--- src/rtl/obi_pkg.sv ---
// Shared types and default widths for the OBI instruction/data arbiter.
// The optional OBI_ARB_RR_EN build switches the arbiter to round-robin.
package obi_pkg;

   localparam int unsigned OBI_ADDR_W          = 32;
   localparam int unsigned OBI_DATA_W          = 32;
   localparam int unsigned OBI_BE_W            = OBI_DATA_W / 8;
   localparam int unsigned OBI_MAX_OUTSTANDING = 2;

   typedef enum logic {
      OBI_ID_INSTR = 1'b0,
      OBI_ID_DATA  = 1'b1
   } obi_id_e;

   typedef struct packed {
      logic [OBI_ADDR_W-1:0] addr;
      logic                  we;
      logic [OBI_BE_W-1:0]   be;
      logic [OBI_DATA_W-1:0] wdata;
   } obi_req_t;

endpackage

--- src/rtl/obi_id_fifo.sv ---
// In-order FIFO of 1-bit requester IDs; records who owns each outstanding
// transaction. Push when full and pop when empty are ignored.
module obi_id_fifo
   import obi_pkg::*;
#(
   parameter  int unsigned DEPTH = OBI_MAX_OUTSTANDING,
   localparam int unsigned CNT_W = $clog2(DEPTH + 1),
   localparam int unsigned PTR_W = (DEPTH > 1) ? $clog2(DEPTH) : 1
) (
   input  logic             clk_i,
   input  logic             rst_ni,
   input  logic             push_i,
   input  obi_id_e          id_i,
   input  logic             pop_i,
   output obi_id_e          head_o,
   output logic [CNT_W-1:0] count_o
);

   logic [DEPTH-1:0] mem_q;
   logic [PTR_W-1:0] wr_ptr_q, rd_ptr_q;
   logic [CNT_W-1:0] count_q;
   logic             push_ok, pop_ok;

   function automatic logic [PTR_W-1:0] ptr_inc(input logic [PTR_W-1:0] p);
      return (p == PTR_W'(DEPTH - 1)) ? '0 : p + PTR_W'(1);
   endfunction

   assign push_ok = push_i & (count_q != CNT_W'(DEPTH));
   assign pop_ok  = pop_i & (count_q != '0);

   always_ff @(posedge clk_i or negedge rst_ni) begin
      if (!rst_ni) begin
         mem_q    <= '0;
         wr_ptr_q <= '0;
         rd_ptr_q <= '0;
         count_q  <= '0;
      end else begin
         if (push_ok) begin
            mem_q[wr_ptr_q] <= id_i;
            wr_ptr_q        <= ptr_inc(wr_ptr_q);
         end
         if (pop_ok) begin
            rd_ptr_q <= ptr_inc(rd_ptr_q);
         end
         // Simultaneous push and pop leaves the count unchanged.
         case ({push_ok, pop_ok})
            2'b10:   count_q <= count_q + CNT_W'(1);
            2'b01:   count_q <= count_q - CNT_W'(1);
            default: count_q <= count_q;
         endcase
      end
   end

   assign head_o  = obi_id_e'(mem_q[rd_ptr_q]);
   assign count_o = count_q;

endmodule

--- src/rtl/obi_mem_arbiter.sv ---
// Merges instruction and data OBI manager ports onto one shared OBI port with
// zero added latency. Define OBI_ARB_RR_EN for round-robin arbitration.
module obi_mem_arbiter
   import obi_pkg::*;
#(
   parameter  int unsigned MAX_OUTSTANDING = OBI_MAX_OUTSTANDING,
   parameter  int unsigned ADDR_W          = OBI_ADDR_W,
   parameter  int unsigned DATA_W          = OBI_DATA_W,
   localparam int unsigned BE_W            = DATA_W / 8,
   localparam int unsigned CNT_W           = $clog2(MAX_OUTSTANDING + 1)
) (
   input  logic              clk_i,
   input  logic              rst_ni,

   input  logic              i_req_i,
   output logic              i_gnt_o,
   input  logic [ADDR_W-1:0] i_addr_i,
   input  logic              i_we_i,
   input  logic [BE_W-1:0]   i_be_i,
   input  logic [DATA_W-1:0] i_wdata_i,
   output logic              i_rvalid_o,
   output logic [DATA_W-1:0] i_rdata_o,

   input  logic              d_req_i,
   output logic              d_gnt_o,
   input  logic [ADDR_W-1:0] d_addr_i,
   input  logic              d_we_i,
   input  logic [BE_W-1:0]   d_be_i,
   input  logic [DATA_W-1:0] d_wdata_i,
   output logic              d_rvalid_o,
   output logic [DATA_W-1:0] d_rdata_o,

   output logic              m_req_o,
   input  logic              m_gnt_i,
   output logic [ADDR_W-1:0] m_addr_o,
   output logic              m_we_o,
   output logic [BE_W-1:0]   m_be_o,
   output logic [DATA_W-1:0] m_wdata_o,
   input  logic              m_rvalid_i,
   input  logic [DATA_W-1:0] m_rdata_i,

   output logic              err_o
);

   // Handshake: a request transfers in the cycle where req and gnt are both
   // high; once req is raised the request fields must hold until that cycle.
   // Responses carry no back-pressure and return in grant order on rvalid.

   logic [CNT_W-1:0] count;
   obi_id_e          head_id;
   logic             full, pick_data, sel_data, accept, pop;
   logic             lock_q, lock_data_q, err_q;

`ifdef OBI_ARB_RR_EN
   logic rr_data_q;

   // Pointer names the port that wins the next contention.
   always_ff @(posedge clk_i or negedge rst_ni) begin
      if (!rst_ni)     rr_data_q <= 1'b1;
      else if (accept) rr_data_q <= ~sel_data;
   end

   assign pick_data = ~i_req_i | (d_req_i & rr_data_q);
`else
   assign pick_data = d_req_i | ~i_req_i;
`endif

   assign sel_data = lock_q ? lock_data_q : pick_data;
   assign full     = (count == CNT_W'(MAX_OUTSTANDING));
   assign m_req_o  = (i_req_i | d_req_i) & ~full;
   assign accept   = m_req_o & m_gnt_i;

   assign m_addr_o  = sel_data ? d_addr_i  : i_addr_i;
   assign m_we_o    = sel_data ? d_we_i    : i_we_i;
   assign m_be_o    = sel_data ? d_be_i    : i_be_i;
   assign m_wdata_o = sel_data ? d_wdata_i : i_wdata_i;

   assign i_gnt_o = accept & ~sel_data;
   assign d_gnt_o = accept & sel_data;

   assign pop        = m_rvalid_i & (count != '0);
   assign i_rvalid_o = pop & (head_id == OBI_ID_INSTR);
   assign d_rvalid_o = pop & (head_id == OBI_ID_DATA);
   assign i_rdata_o  = m_rdata_i;
   assign d_rdata_o  = m_rdata_i;
   assign err_o      = err_q;

   // A stalled request pins the selection so the shared fields stay stable.
   always_ff @(posedge clk_i or negedge rst_ni) begin
      if (!rst_ni) begin
         lock_q      <= 1'b0;
         lock_data_q <= 1'b0;
         err_q       <= 1'b0;
      end else begin
         lock_q      <= m_req_o & ~m_gnt_i;
         lock_data_q <= sel_data;
         if (m_rvalid_i && count == '0) err_q <= 1'b1;
      end
   end

   obi_id_fifo #(
      .DEPTH (MAX_OUTSTANDING)
   ) u_id_fifo (
      .clk_i   (clk_i),
      .rst_ni  (rst_ni),
      .push_i  (accept),
      .id_i    (sel_data ? OBI_ID_DATA : OBI_ID_INSTR),
      .pop_i   (pop),
      .head_o  (head_id),
      .count_o (count)
   );

endmodule

--- config.mk ---
export PLATFORM = sky130hd
export DESIGN_NAME = obi_mem_arbiter
export DESIGN_NICKNAME = d
export VERILOG_FILES = /design/src/rtl/obi_pkg.sv /design/src/rtl/obi_id_fifo.sv /design/src/rtl/obi_mem_arbiter.sv
export SDC_FILE = /design/constraint.sdc
export NUM_CORES = 1
export LEC_CHECK = 0
export BUFFER_PORTS_ARGS = -buffer_cell sky130_fd_sc_hd__buf_2
export CAP_MARGIN = 20
export CORE_AREA = 2 2 124 126
export CTS_CLUSTER_SIZE = 8
export DETAILED_ROUTE_END_ITERATION = 16
export DIE_AREA = 0 0 126 128
export PLACE_DENSITY = 0.41
export SETUP_SLACK_MARGIN = 0.05
export SYNTH_ARGS = -nofsm -noshare
export SYNTH_HDL_FRONTEND = slang
export SYNTH_SLANG_ARGS = --single-unit
export TNS_END_PERCENT = 20
--- constraint.sdc ---
create_clock -name clk_i -period 2.4 [get_ports clk_i]
set_input_delay 0.12 -clock clk_i [delete_from_list [all_inputs] [get_ports clk_i]]
set_output_delay 0.12 -clock clk_i [all_outputs]
set_load 0.01 [all_outputs]
==> run summary, run 1 <==
======================================================================================
Final layout net count ..................................................          511
Overall power consumption ...............................................      1.48 mW
Category of the worst setup path launch point ...........................     register
Clock Sink Count ........................................................            9
Final weighted congestion of routability-driven global placement ........        0.701
I/O Pins ................................................................          315
Mean post-synth cell area ...............................................    9.92 um^2
Count of buffers from port buffering ....................................          218
Endpoint with the worst hold slack ......................................       lock_q
Antenna violations before repair ........................................            0
Via density .............................................................         3.53
GRT Residual Overflow ...................................................            0
Commonest cells after routing, fill and taps aside ...................... buf_2, mux2_2, dfrtp_1, nor2_1, xnor2_1
RSZ-0062 raised after global routing ....................................        false
Max IR drop VDD .........................................................     0.277 mV
Max-cap check violation count ...........................................            0
Max_slew headroom .......................................................        0.632
Filler cell count in the final layout ...................................         1667
Total standard cell area after synthesis ................................    1790 um^2
Resized Gates After CTS .................................................            0
Max Fclk ................................................................      497 MHz
Number of synthesized register bits .....................................            9
Vias in the first global route ..........................................         1707
CTS tree ................................................................        built
Period minus WS final ...................................................      2010 ps
Pin count of the biggest net entering global routing ....................           41
Y dimension of the die ..................................................       128 um
Number of pins exceeding their max-slew limit in the final report .......            0
Most common cell after layout, fill and taps aside ......................        buf_2
Beginning of the worst hold path ........................................      m_gnt_i
Final critical-path share of the clock period ...........................        0.839
Iteration count of the initial detailed-routing pass ....................            4
Critical path start-end classification ..................................      reg2out
Wire length after detailed routing ......................................      6590 um
Count of placed standard cells in the final layout, fillers left out ....          521
Total Neg Setup Slack ...................................................         0 ps
Number of distinct standard cells referenced by the synthesized netlist .           22
Worst-path clk slew .....................................................        40 ps
Transition time at the pin with the least slew margin ...................       546 ps
Source of the worst register-to-register timing path .................... u_id_fifo.count_o[1]
Part of the Yosys area used for sequential elements .....................        0.126
Signal arrival time at the worst endpoint ...............................      1890 ps
Chip Width ..............................................................       126 um
Data required time of the worst path ....................................      2280 ps
All-Layer GR Usage ......................................................       0.0674
Static leakage ..........................................................      1.36 nW
Global-route wire length before repair ..................................      8570 um
Warning count from the yosys run ........................................            0
Post-synth net total ....................................................          357
Number of buffers created by CTS ........................................            3
Setup violators final ...................................................            0
Setup slack, reg-to-reg .................................................       680 ps
Std cell rows ...........................................................           45
Later-pin clock latency in the skew report ..............................       230 ps
Residual DRC ............................................................            0
Die area ................................................................   16100 um^2
Synthesized netlist cell count ..........................................          180
Area of the core region .................................................   14900 um^2
Run status ..............................................................    completed
Via count of the routed design ..........................................         1837
Share of layout cells above drive strength 1 ............................        0.892
Power density relative to cell area .....................................  558 nW/um^2
Hold Vio Cnt, Final .....................................................            0
Number of placed instances with taps included ...........................          516
Final antenna diode count ...............................................            0
Core utilization of the finished layout .................................        0.178
Maximum root-to-sink buffer count .......................................            2
Worst R2R Path Depth ....................................................            6
Remaining antenna violation count .......................................            0
End of the worst register-to-register path .............................. u_id_fifo.count_o[1]
Placed wire-length estimate .............................................      5860 um
Fin Clk Skew ............................................................     0.852 ps
Critical Path Sink Type .................................................   output pin
Worst hold path class ...................................................       in2reg
Final routed wire length divided by cell count ..........................      12.6 um
Htree depth .............................................................            1
Initial drt markers .....................................................           47
Starting utilization of the core area ...................................        0.120
Largest fanout of any net on the critical path ..........................           40
Area growth, synth to finish ............................................        48.6%
Clock Tree Root .........................................................    clkbuf_16
Number of stages on the worst hold path .................................            2
======================================================================================
[final cells by class]
type	instances	area (um^2)	area share
Clock buffer	4	78.8	0.0297
Inverter	3	11.3	0.00425
Multi-Input combinational cell	96	986	0.372
Sequential cell	9	225	0.0849
Tap cell	188	235	0.0887
Timing Repair Buffer	221	1120	0.421
[stage by stage]
stage	cell area (um^2)	hold slack, ps	setup slack [ps]
floorplan	1790	-176	746
global placement	2560	-16.2	645
detailed placement	2560	-22.8	620
CTS	2650	85.6	365
global route	2650	97.6	321
finish	2650	93.7	388
[synthesized netlist by cell type (all sizes together)]
| master | number | area share |
|---|---|---|
| o31ai | 1 | 0.0070 |
| o21ai | 1 | 0.0028 |
| o41ai | 1 | 0.0049 |
| a21o | 1 | 0.0042 |
| mux2i | 2 | 0.018 |
| xnor2 | 4 | 0.020 |
| or3 | 1 | 0.0035 |
| ha | 1 | 0.0070 |
| inv | 3 | 0.0063 |
| nand2b | 1 | 0.0077 |
| nor3 | 2 | 0.0056 |
| buf | 71 | 0.31 |
| xor2 | 1 | 0.0049 |
| dfrtp | 9 | 0.13 |
| nor2 | 7 | 0.015 |
| nor2b | 2 | 0.0084 |
| nand2 | 1 | 0.0021 |
| clkbuf | 1 | 0.0021 |
| mux2 | 70 | 0.44 |
[how the worst max path moves through the flow]
stage | startpoint | endpoint | slack [ps] | depth (start not counted)
floorplan | u_id_fifo.count_o[1] | u_id_fifo.count_o[1] | 750 | 6
global placement | u_id_fifo.count_o[0] | u_id_fifo.count_o[1] | 650 | 5
detailed placement | lock_q | m_wdata_o[8] | 620 | 4
CTS | lock_q | m_wdata_o[8] | 370 | 4
global route | lock_q | m_wdata_o[8] | 320 | 4
finish | lock_q | m_wdata_o[8] | 390 | 4
[where the power goes]
part	total (mW)	internal [mW]	switching, mW
Combinational	0.917	0.499	0.418
Clock	0.287	0.221	0.0661
Sequential	0.275	0.214	0.0611
Total	1.48	0.935	0.545
[worst max-delay path, stage by stage (launching register included)]
cell and delay, ps:
dfrtp_1 370, mux2i_4 240, buf_4 450, mux2_2 430
buf_2 150
[per-layer routing]
metal,vias up,global-route usage,wire length (um),part of all wire
li1,857,-,-,-
met1,792,0.0771,2440,0.37
met2,165,0.119,3100,0.47
met3,23,0.0250,939,0.14
met4,0,0.0162,104,0.016
met5,-,0,0,0
[sequential cells by signal, indices dropped and copies added, names as in the netlist]
register	flops
lock_q	1
u_id_fifo.wr_ptr_q	1
u_id_fifo.mem_q	2
u_id_fifo.rd_ptr_q	1
u_id_fifo.count_o	2
lock_data_q	1
err_o	1
[logic make-up after synthesis]
family                     Yosys count  synth area share
buffers and inverters               75             0.322
xor gates and xnor gates             5            0.0245
AOI/OAI and AO/OA                    4            0.0189
DFF                                  9             0.126
muxes                               72             0.460
and+or+nand+nor                     14            0.0421
adders and majority gates            1           0.00701
[timing repair]
item                      CTS  global route
setup buffers               0             0
hold buffers                1             0
hold endpoints to repair    9             0
Note: power is estimated with default switching activity, not from simulation.
==> run 2, diff against run 1 <==
--- a/config.mk
+++ b/config.mk
@@ -5,13 +5,14 @@
 export SDC_FILE = /design/constraint.sdc
 export NUM_CORES = 1
 export LEC_CHECK = 0
+export ABC_AREA = 1
 export BUFFER_PORTS_ARGS = -buffer_cell sky130_fd_sc_hd__buf_2
 export CAP_MARGIN = 20
-export CORE_AREA = 2 2 124 126
+export CORE_AREA = 2 2 122 124
 export CTS_CLUSTER_SIZE = 8
 export DETAILED_ROUTE_END_ITERATION = 16
-export DIE_AREA = 0 0 126 128
-export PLACE_DENSITY = 0.41
+export DIE_AREA = 0 0 124 126
+export PLACE_DENSITY = 0.44
 export SETUP_SLACK_MARGIN = 0.05
 export SYNTH_ARGS = -nofsm -noshare
 export SYNTH_HDL_FRONTEND = slang
==> constraint.sdc (replaced) <==
create_clock -name clk_i -period 1.65 [get_ports clk_i]
set_input_delay 0.0825 -clock clk_i [delete_from_list [all_inputs] [get_ports clk_i]]
set_output_delay 0.0825 -clock clk_i [all_outputs]
set_load 0.01 [all_outputs]
==> run 2 against run 1 <==
Global-route usage is 1.6 points higher; routed wire length grew 9.4%; register-to-register slack got worse by 500 ps; cell count is 29% higher; critical endpoint is now m_addr_o[20]; area after synthesis up 2.0%; worst setup slack worse by 270 ps; combinational power increased by 71%.
==> run summary, run 2 <==
============================================================================================
Via count of the routed design ................................................         2351   was 1837
GRT Residual Overflow .........................................................            0   unchanged
Biggest cell delay along the critical path ....................................       370 ps   was 450 ps
Adder-cell area share of the yosys netlist ....................................      0.00687   was 0.00701
Number of distinct standard cells referenced by the synthesized netlist .......           21   was 22
Area occupied by multi-input gates ............................................     992 um^2   was 986 um^2
Htree depth ...................................................................            1   unchanged
Max IR drop VDD ...............................................................     0.274 mV   was 0.277 mV
WP buf/inv ....................................................................            2   unchanged
Final weighted congestion of routability-driven global placement ..............        0.680   was 0.701
I/O Pins ......................................................................          315   unchanged
Vias in the first global route ................................................         2177   was 1707
Maximum root-to-sink buffer count .............................................            2   unchanged
Placed wire-length estimate ...................................................      5940 um   was 5860 um
Worst-path clk slew ...........................................................        40 ps   about the same
Final critical-path share of the clock period .................................        0.931
Source of the worst register-to-register timing path .......................... u_id_fifo.count_o[0]   was u_id_fifo.count_o[1]
Signal arrival time at the worst endpoint .....................................      1450 ps   was 1890 ps
Part of the Yosys area used for sequential elements ...........................        0.124   was 0.126
Critical path start-end classification ........................................      reg2out   unchanged
CP Cell Sequence .............................................................. nand3b_4 > nand2_4 > buf_4 > nand2_1 > nand2_1 > buf_2   was mux2i_4 > buf_4 > mux2_2 > buf_2
Later-pin clock latency in the skew report ....................................       240 ps   was 230 ps
Most used DFF post-synth ......................................................      dfrtp_1   unchanged
Worst hold path class .........................................................       in2reg   unchanged
Compound-cell area share of the yosys netlist .................................       0.0103   was 0.0189
Beginning of the worst hold path ..............................................      m_gnt_i   unchanged
Count of buffers from port buffering ..........................................          218   unchanged
Residual DRC ..................................................................            0   unchanged
Final routed wire length divided by cell count ................................      10.7 um   was 12.6 um
Number of enable flip-flop cells after synthesis ..............................            0   unchanged
Fin Clk Skew ..................................................................      3.53 ps   was 0.852 ps
Hold Vio Cnt, Final ...........................................................            0   unchanged
Wire length after detailed routing ............................................      7210 um   was 6590 um
Static leakage ................................................................      1.81 nW   was 1.36 nW
Setup slack, reg-to-reg .......................................................       180 ps   was 680 ps
Die area ......................................................................   15600 um^2   was 16100 um^2
Cell type group with the largest total delay on the critical path ............. simple AND/OR/NAND/NOR gates   was multiplexers
Most frequently used cell type in the post-synthesis netlist ..................      nand2_1   was mux2_2
Top post-synthesis cells by area .............................................. nand2_1, buf_4, dfrtp_1   was mux2_2, buf_4, dfrtp_1
Initial drt markers ...........................................................           58   was 47
All-Layer GR Usage ............................................................       0.0833   was 0.0674
Run status ....................................................................    completed   unchanged
Global-route wire length before repair ........................................     10200 um   was 8570 um
Fraction of synthesized area in multiplexers ..................................      0.00549   was 0.460
Clock Sink Count ..............................................................            9   unchanged
Filler cell count in the final layout .........................................         1682   was 1667
Commonest cells after routing, fill and taps aside ............................ nand2_1, buf_2, inv_1, dfrtp_1, nor2_1   was buf_2, mux2_2, dfrtp_1, nor2_1, xnor2_1
Critical Path Sink Type .......................................................   output pin   unchanged
Area of the core region .......................................................   14300 um^2   was 14900 um^2
Number of buffers created by CTS ..............................................            3   unchanged
Number of stages on the worst hold path .......................................            2   unchanged
Mean post-synth cell area .....................................................    5.41 um^2   was 9.92 um^2
Y dimension of the die ........................................................       126 um   was 128 um
Std cell rows .................................................................           44   was 45
Total Neg Setup Slack .........................................................         0 ps   unchanged
Max_slew headroom .............................................................        0.828   was 0.632
Remaining antenna violation count .............................................            0   unchanged
Chip Width ....................................................................       124 um   was 126 um
Final layout net count ........................................................          665   was 511
Number of pins exceeding their max-slew limit in the final report .............            0   unchanged
Starting utilization of the core area .........................................        0.127   was 0.120
Worst R2R Path Depth ..........................................................            7   was 6
FF+latch area .................................................................     226 um^2   was 225 um^2
Share of layout cells above drive strength 1 ..................................        0.480   was 0.892
Post-synthesis async set-or-reset flop share ..................................         1.00   unchanged
Worst path most repeated cell .................................................      nand2_1
CTS tree ......................................................................        built   unchanged
XOR/XNOR Fraction of Synth Area ...............................................       0.0144   was 0.0245
End of the worst register-to-register path .................................... u_id_fifo.count_o[1]   unchanged
Largest fanout of any net on the critical path ................................           25   was 40
Share of Yosys cell area claimed by the top area cell type ....................        0.451   was 0.441
Synthesized netlist cell count ................................................          337   was 180
Power density relative to cell area ...........................................  868 nW/um^2   was 558 nW/um^2
Max stage delay cell, worst path ..............................................      dfrtp_1   was buf_4
Post-synth net total ..........................................................          514   was 357
Category of the worst setup path launch point .................................     register   unchanged
Iteration count of the initial detailed-routing pass ..........................            4   unchanged
Number of synthesized register bits ...........................................            9   unchanged
Warning count from the yosys run ..............................................            0   unchanged
Via density ...................................................................         3.50   was 3.53
Setup violators final .........................................................            0   unchanged
Transition time at the pin with the least slew margin .........................       258 ps   was 546 ps
Period minus WS final .........................................................      1540 ps
Max Fclk ......................................................................      651 MHz
Dominant combinational cell family by area after synthesis .................... simple AND/OR/NAND/NOR gates   was multiplexers
Total standard cell area after synthesis ......................................    1820 um^2   was 1790 um^2
Data required time of the worst path ..........................................      1570 ps   was 2280 ps
Library cell occupying the most area in the post-synthesis netlist ............      nand2_1   was mux2_2
Endpoint with the worst hold slack ............................................       lock_q   unchanged
Clock Tree Root ...............................................................    clkbuf_16   unchanged
Area growth, synth to finish ..................................................        50.5%   was 48.6%
Overall power consumption .....................................................      2.38 mW   was 1.48 mW
Basic-gate share of the synthesized area counting and, or, nand and nor cells .        0.508   was 0.0420
Pin count of the biggest net entering global routing ..........................           46   was 41
Leading cell types by count after synthesis ................................... nand2_1, buf_4, dfrtp_1, inv_1, buf_2   was mux2_2, buf_4, dfrtp_1, buf_6, nor2_1
Max-cap check violation count .................................................            0   unchanged
RSZ-0062 raised after global routing ..........................................         true   was false
Most common cell after layout, fill and taps aside ............................      nand2_1   was buf_2
Antenna violations before repair ..............................................            1   was 0
============================================================================================
[run 2: cell families after synthesis]
logic type / count (synthesis)
muxes: 1
DFF: 9
xor gates and xnor gates: 3
and+or+nand+nor: 233
adders and majority gates: 1
buffers and inverters: 87
AOI/OAI and AO/OA: 3
[run 2: worst reg2reg max path: cells and delay by family, from the launching register on]
kind | cells | cell delay [ps]
fa+ha+maj | 1 | 210
flops | 1 | 390
buf+inv | 1 | 70
simple gates | 4 | 570
xor+xnor | 1 | 150
[run 2: area by class of cell]
type                    count  share of cell area
multi-input cells         241               0.362
flip-flops and latches      9              0.0826
diodes                      1            0.000912
inverters                   9              0.0132
well taps                 184              0.0839
clock buffers               4              0.0287
repair buffers            224               0.429
[run 2: repair_timing]
item,CTS,global route
endpoints found under the setup margin,0,24
gates resized for setup,0,1
hold endpoints to repair,9,0
buffers inserted,0,0
hold buffers,1,0
[run 2: power by group]
group	internal, mW	total (mW)	switching [mW]
clock	0.323	0.428	0.106
sequential	0.315	0.383	0.0678
combinational	0.679	1.57	0.891
total	1.32	2.38	1.06
[run 2: metal layers]
layer / part of all wire / wire length, um / track usage
met3: 0.14 / 989 / 0.0263
met5: 0 / 0 / 0
met4: 0.027 / 192 / 0.0324
met1: 0.38 / 2710 / 0.0908
met2: 0.46 / 3320 / 0.148
[run 2: worst max-delay path by stage]
stage                                    start                    to  cells after the start  slack (ps)
after floorplan           u_id_fifo.count_o[0]  u_id_fifo.count_o[1]                      6         230
after global placement    u_id_fifo.count_o[0]  u_id_fifo.count_o[1]                      7         180
after detailed placement  u_id_fifo.count_o[0]  u_id_fifo.count_o[1]                      7         170
after CTS                               lock_q         m_wdata_o[29]                      6          80
after global routing                    lock_q         m_wdata_o[29]                      6           1
final                                   lock_q          m_addr_o[20]                      6         110
[run 2: stage by stage]
stage	setup slack (ps)	std cells	cell area, um^2	hold WS (ps)	utilization
3_5_place_dp	174	666	2650	-57.3	0.185
2_1_floorplan	225	337	1820	-213	-
5_1_grt	1.08	672	2740	109	0.192
4_1_cts	80.8	671	2740	91.9	0.191
3_3_place_gp	181	666	2650	-44.7	0.185
6_report	114	672	2740	92.9	0.192
